`src/rtl/mc_control_fsm.sv`:
```
// Multicycle MIPS-style control FSM: a Moore state machine that sequences fetch, decode and execute phases.
// Optional macro CTRL_BNE_EN adds bne (op=000101) through the BRANCH state and the BranchNe output.
module mc_control_fsm (
  input  logic       clk,
  input  logic       reset,
  input  logic [5:0] op,
  input  logic       mem_ready,
  output logic       IRWrite,
  output logic       PCWrite,
  output logic       Branch,
  output logic       MemWrite,
  output logic       RegWrite,
  output logic       IorD,
  output logic       MemtoReg,
  output logic       RegDst,
  output logic       ALUSrcA,
  output logic [1:0] ALUSrcB,
  output logic [1:0] PCSrc,
  output logic [1:0] ALUOp,
`ifdef CTRL_BNE_EN
  output logic       BranchNe,
`endif
  output logic [3:0] state,
  output logic       illegal_op
);

  localparam int unsigned STATE_W = 4;

  localparam logic [5:0] OP_LW   = 6'b100011;
  localparam logic [5:0] OP_SW   = 6'b101011;
  localparam logic [5:0] OP_RTYP = 6'b000000;
  localparam logic [5:0] OP_BEQ  = 6'b000100;
  localparam logic [5:0] OP_ADDI = 6'b001000;
  localparam logic [5:0] OP_J    = 6'b000010;
`ifdef CTRL_BNE_EN
  localparam logic [5:0] OP_BNE  = 6'b000101;
`endif

  typedef enum logic [STATE_W-1:0] {
    FETCH  = 4'd0,
    DECODE = 4'd1,
    MEMADR = 4'd2,
    MEMRD  = 4'd3,
    MEMWB  = 4'd4,
    MEMWR  = 4'd5,
    EXEC   = 4'd6,
    ALUWB  = 4'd7,
    BRANCH = 4'd8,
    ADDIEX = 4'd9,
    ADDIWB = 4'd10,
    JUMP   = 4'd11
  } state_t;

  state_t r_state;
  state_t w_next;
  logic   r_illegal;
  logic   w_dec_illegal;

  // State register and sticky illegal-opcode flag
  always_ff @(posedge clk or negedge reset) begin
    if (!reset) begin
      r_state   <= FETCH;
      r_illegal <= 1'b0;
    end else begin
      r_state <= w_next;
      if (r_state == DECODE && w_dec_illegal) begin
        r_illegal <= 1'b1;
      end
    end
  end

  // Next-state logic; unused codes 12-15 fall back to FETCH
  always_comb begin
    w_next        = FETCH;
    w_dec_illegal = 1'b0;
    case (r_state)
      FETCH:  w_next = mem_ready ? DECODE : FETCH;
      DECODE: begin
        case (op)
          OP_LW, OP_SW: w_next = MEMADR;
          OP_RTYP:      w_next = EXEC;
          OP_BEQ:       w_next = BRANCH;
`ifdef CTRL_BNE_EN
          OP_BNE:       w_next = BRANCH;
`endif
          OP_ADDI:      w_next = ADDIEX;
          OP_J:         w_next = JUMP;
          default: begin
            w_next        = FETCH;
            w_dec_illegal = 1'b1;
          end
        endcase
      end
      MEMADR: w_next = (op == OP_LW) ? MEMRD : MEMWR;
      MEMRD:  w_next = mem_ready ? MEMWB : MEMRD;
      MEMWB:  w_next = FETCH;
      MEMWR:  w_next = mem_ready ? FETCH : MEMWR;
      EXEC:   w_next = ALUWB;
      ALUWB:  w_next = FETCH;
      BRANCH: w_next = FETCH;
      ADDIEX: w_next = ADDIWB;
      ADDIWB: w_next = FETCH;
      JUMP:   w_next = FETCH;
      default: w_next = FETCH;
    endcase
  end

  // Moore output decode; enables are gated by reset so nothing writes while it is asserted
  always_comb begin
    IRWrite  = 1'b0;
    PCWrite  = 1'b0;
    Branch   = 1'b0;
    MemWrite = 1'b0;
    RegWrite = 1'b0;
    IorD     = 1'b0;
    MemtoReg = 1'b0;
    RegDst   = 1'b0;
    ALUSrcA  = 1'b0;
    ALUSrcB  = 2'b00;
    PCSrc    = 2'b00;
    ALUOp    = 2'b00;
`ifdef CTRL_BNE_EN
    BranchNe = 1'b0;
`endif
    case (r_state)
      FETCH: begin
        ALUSrcB = 2'b01;
        IRWrite = mem_ready;
        PCWrite = mem_ready;
      end
      DECODE: ALUSrcB = 2'b11;
      MEMADR: begin
        ALUSrcA = 1'b1;
        ALUSrcB = 2'b10;
      end
      MEMRD: IorD = 1'b1;
      MEMWB: begin
        MemtoReg = 1'b1;
        RegWrite = 1'b1;
      end
      MEMWR: begin
        IorD     = 1'b1;
        MemWrite = 1'b1;
      end
      EXEC: begin
        ALUSrcA = 1'b1;
        ALUOp   = 2'b10;
      end
      ALUWB: begin
        RegDst   = 1'b1;
        RegWrite = 1'b1;
      end
      BRANCH: begin
        ALUSrcA = 1'b1;
        ALUOp   = 2'b01;
        PCSrc   = 2'b01;
        Branch  = 1'b1;
`ifdef CTRL_BNE_EN
        BranchNe = (op == OP_BNE);
`endif
      end
      ADDIEX: begin
        ALUSrcA = 1'b1;
        ALUSrcB = 2'b10;
      end
      ADDIWB: RegWrite = 1'b1;
      JUMP: begin
        PCSrc   = 2'b10;
        PCWrite = 1'b1;
      end
      default: ;
    endcase
    if (!reset) begin
      IRWrite  = 1'b0;
      PCWrite  = 1'b0;
      RegWrite = 1'b0;
      MemWrite = 1'b0;
      Branch   = 1'b0;
    end
  end

  assign state      = r_state;
  assign illegal_op = r_illegal;

endmodule

```
`config.mk`:
```
export PLATFORM = sky130hd
export DESIGN_NAME = mc_control_fsm
export DESIGN_NICKNAME = d
export VERILOG_FILES = /design/src/rtl/mc_control_fsm.sv
export SDC_FILE = /design/constraint.sdc
export NUM_CORES = 1
export LEC_CHECK = 0
export ABC_AREA = 1
export CORE_UTILIZATION = 40
export CTS_CLUSTER_SIZE = 20
export DETAILED_ROUTE_END_ITERATION = 10
export HOLD_SLACK_MARGIN = 0.03
export PLACE_DENSITY = 0.93
export SLEW_MARGIN = 40
export SYNTH_ARGS = -nofsm -noshare
export SYNTH_HDL_FRONTEND = slang
export SYNTH_SLANG_ARGS = --single-unit
```
`constraint.sdc`:
```
create_clock -name clk -period 3.15 [get_ports clk]
set_input_delay 0.4725 -clock clk [delete_from_list [all_inputs] [get_ports clk]]
set_output_delay 0.4725 -clock clk [all_outputs]
set_load 0.005 [all_outputs]
```
# Word-level counts from Yosys, hierarchy flattened
# Cells that the tools add are included.
# totals
regBits	5
latchBits	0
mem_bits_rw	0
rom_bits	0
output_inout_bits	20
word_cells	52
memories	0
# op_classes
n_addsub	0
mul	0
n_div	0
n_lt_le_gt_ge	0
eq_ne	16
shift	0
n_mux	25
bitwise	0
reduce_logical	9
# op_table
cell	n
4-bit case mux with 7 select lines	1
4-bit case mux with 5 select lines	1
4-bit by 3-bit equality test with 1-bit output (second input constant)	4
4-bit equality test (second input constant)	4
1-bit two-way mux	16
6-bit equality test (second input constant)	2
3-bit two-way mux	3
4-bit by 2-bit equality test with 1-bit output (second input constant)	2
2-bit case mux with 2 select lines	2
6-bit by 2-bit equality test with 1-bit output (second input constant)	1
6-bit by 3-bit equality test with 1-bit output (second input constant)	1
6-bit by 4-bit equality test with 1-bit output (second input constant)	1
6-bit logical NOT	1
2-bit case mux with 3 select lines	1
2-bit OR reduction	3
6-bit OR reduction	1
4-bit by 1-bit equality test with 1-bit output (second input constant)	1
4-bit logical NOT	1
4-bit OR reduction	1
3-bit OR reduction	1
1-bit case mux with 2 select lines	1
1-bit logical AND	1

# Longest topological paths before layout
# depth
ltp_word	5
ltp_mapped	8
ltp_nobuf	8

# Worst setup path before layout
# No wires, ideal clock.
# synth_timing
kind	reg2out
startpoint	register r_state[2] (netlist: state[2])
endpoint	output port Branch
t_arrival_ps	965
required_ps	2677
slack_ps	1712
stages_incl_launch_ff	6
n_path_buf	0
path_cell_list	dfrtp_1 > inv_1 > nand2_1 > nor2_1 > inv_1 > nor2_1
# synth_between
elab_chain_len	3
# synth_rtl
element	line	text
start: declaration	54	state_t r_state;
start signal: assignment	65	r_state <= w_next;
4-bit equality test	125	case (r_state)
1-bit two-way mux	125	
1-bit two-way mux	173	if (!reset) begin
end: declaration	10	output logic Branch,
# No other way between the ends.

# Worst setup path after layout
# layout_timing
startpoint	input port reset
endpoint	output port PCWrite
# layout_between
elab_chain_len	1
# layout_rtl
element	line	text
start: declaration	5	input logic reset,
1-bit two-way mux	173	
end: declaration	9	output logic PCWrite,
# No other way between the ends.

==> out/qor.txt <==
status: completed
Hold Crit Class: reg2reg
min-delay src: illegal_op
first-pass iteration count of the detailed router: 4
# rows: 12
Crit. End Element: output pin
LEAKAGE: 0.4397 nW
PostCTS Resize Cnt: 0
Reg2Reg Depth: 5
Die X: 38.16 µm
CP Launch Type: input pin
Clock Latency Late Sink: 0.25 ns
Die Area: 0.001456 mm²
grt ovf: 0
Final TNS setup: 0 ns
Critical Path AT: 1.97 ns
Final nets: 139
share of layout cells above drive strength 1: 0.06977
RSZ-0062 raised after global routing: no
Ant. Diodes: 0
Crit Reg-Reg Endpoint: state[2]
hpwl dp: 1228 µm
FILL cells: 113
total number of vias: 711
Worst EP required: 2.68 ns
average vias per placed instance: 4.972
worst hold path endpoint: illegal_op
Pins Over Slew Limit: 0
switch share: 0.3464
Synth Net Count: 106
Starting Density: 0.4524
Worst IR Drop VDD: 199.8 µV
Mapped Area: 523.0 µm²
worst setup path class: in2out
number of global-route vias before repair: 655
post-synthesis sequential area ratio: 0.2392
largest net degree at the start of global routing: 9
final hold vios: 0
CTS tree: yes
TritonCTS Buffers: 3
Routed WL: 1495 µm
WP buf/inv: 3
post-synth top area cell: dfrtp_1
initial antenna violation count: 0
Die Span Y: 38.16 µm
cell family with most CP delay: buffers and inverters
min Tclk post-route: 2.440 ns
max-cap violations: 0
Syn Inst Count: 97
most used cell, CP: clkdlybuf4s50_1
# clock sinks: 5
Core ar.: 0.001156 mm²
final setup fails: 0
top post-synthesis cells by area: dfrtp_1, nand2_1, nor2_1
Fin Hold WS: 0.4566 ns
total chip power: 0.2624 mW
count of cell types in the netlist: 12
area of the multi-input gates: 319.1 µm²
clk slew on worst S/H paths: 0.05 ns
Routed Antenna Nets: 0
Post-CTS Setup Bufs: 0
max_slew headroom: 0.7667
Crit Path Max Fanout: 8
area share of the largest cell type after synthesis: 0.2392
DRT iter0 DRCs: 12
I/O pins: 29
Critical-path top delay cell: clkdlybuf4s50_1
Avg WL per Cell: 10.45 µm
Yosys reg bits: 5
Synth Warn #: 0
GR Util All Layers: 0.2659
Comb power frac: 0.408
worst-path cell chain: clkdlybuf4s50_1 -> inv_1 -> o21ai_0 -> clkdlybuf4s50_1
Slew @ Worst Pin: 0.3488 ns
Hold Buf Count CTS: 0
share of power burned in registers: 0.285
number of I/O port buffers: 28
clock share of power: 0.307
Internal: 0.1715 mW
post-route worst setup slack: 0.7100 ns
Reg2Reg Launch Point: state[1]
H-tree depth: 1
register area: 125.1 µm²
max incr delay on CP: 0.68 ns
Root Buffer: clkbuf_4
Routability Congestion: 0.7575
Fmax: 409.8 MHz
power density of the placed cells: 309.8 mW/mm²
# DRC: 0
WHS Path Cells: 2
Avg Synthesized Cell Area: 5.392 µm²
sw power: 0.09090 mW
Max Root-Sink Buffers: 2
Layout area overhead: 61.96%
clk_skew: 0.0008865 ns
Final Cycle Share: 0.7746
reg-to-reg slack, setup: 1.99 ns
first-pass GRT wire length: 2642 µm
Placement Setup Slack: 0.7239 ns
==> power by group through the flow <==
stage | Clock, mW | Combinational, mW | Sequential [mW]
floorplan | 0 | 0.0501 | 0.0754
global placement | 0 | 0.105 | 0.0752
detailed placement | 0 | 0.107 | 0.0755
CTS | 0.0824 | 0.108 | 0.0747
global route | 0.0864 | 0.122 | 0.0756
finish | 0.0806 | 0.107 | 0.0747
==> cells in the final DEF (no fill, tap or decap), drive strengths merged <==
master / instances
a21oi: 2
clkbuf: 4
clkdlybuf4s50: 28
dfrtp: 5
inv: 21
nand2: 24
nand3: 10
nand3b: 1
nand4: 1
nor2: 26
o21ai: 7
==> cells by family after synthesis <==
| logic type | Yosys count | share of synthesized area |
|---|---|---|
| buf+inv | 21 | 0.1507 |
| simple gates | 62 | 0.5240 |
| compound gates | 9 | 0.08612 |
| flops | 5 | 0.2392 |
==> routing by layer <==
| layer | global-route usage | wire [µm] | vias to the layer above |
|---|---|---|---|
| met5 | 0 | 0 | - |
| met4 | 0.1339 | 38 | 0 |
| met3 | 0.05233 | 110 | 4 |
| met2 | 0.5254 | 830 | 32 |
| met1 | 0.2500 | 516 | 317 |
| li1 | - | - | 358 |
==> sequential cells by signal, summed over array words and instances (netlist names) <==
| name | count |
|---|---|
| state | 4 |
| illegal_op | 1 |
==> per-stage QoR <==
stage          instances  utilization  instance area [µm²]
2_1_floorplan         97            -                523.0
3_3_place_gp         139       0.7100                820.8
3_5_place_dp         139       0.7100                820.8
4_1_cts              143       0.7327                847.1
5_1_grt              143       0.7327                847.1
6_report             143       0.7327                847.1
==> how the worst max path moves through the flow <==
stage	from	end	slack, ns	cells after the start
floorplan	state[2]	Branch	1.71	5
CTS	reset	PCWrite	0.72	4
global placement	reset	PCWrite	0.75	4
detailed placement	reset	PCWrite	0.72	4
global route	reset	PCWrite	0.64	4
finish	reset	PCWrite	0.71	4
==> Yosys cell counts <==
cell type,n
nand2_1,24
nor2_1,21
inv_1,20
nand3_1,10
o21ai_0,7
dfrtp_1,5
nor2_2,3
a21oi_1,2
nor2_4,2
inv_2,1
nand3b_1,1
nand4_1,1
==> cell type report <==
type | count | area share
well taps | 14 | 0.02068
clock buffers | 4 | 0.03102
inverters | 21 | 0.09306
repair buffers | 28 | 0.3309
flip-flops and latches | 5 | 0.1477
multi-input cells | 71 | 0.3767
==> worst register-to-register path, cell delays in order, from the launching register on <==
cell	delay (ns)
dfrtp_1	0.43
nor2_1	0.21
inv_1	0.11
nor2_4	0.14
nand4_1	0.10
nand3_1	0.10
Power figures use the tool's default switching activity.
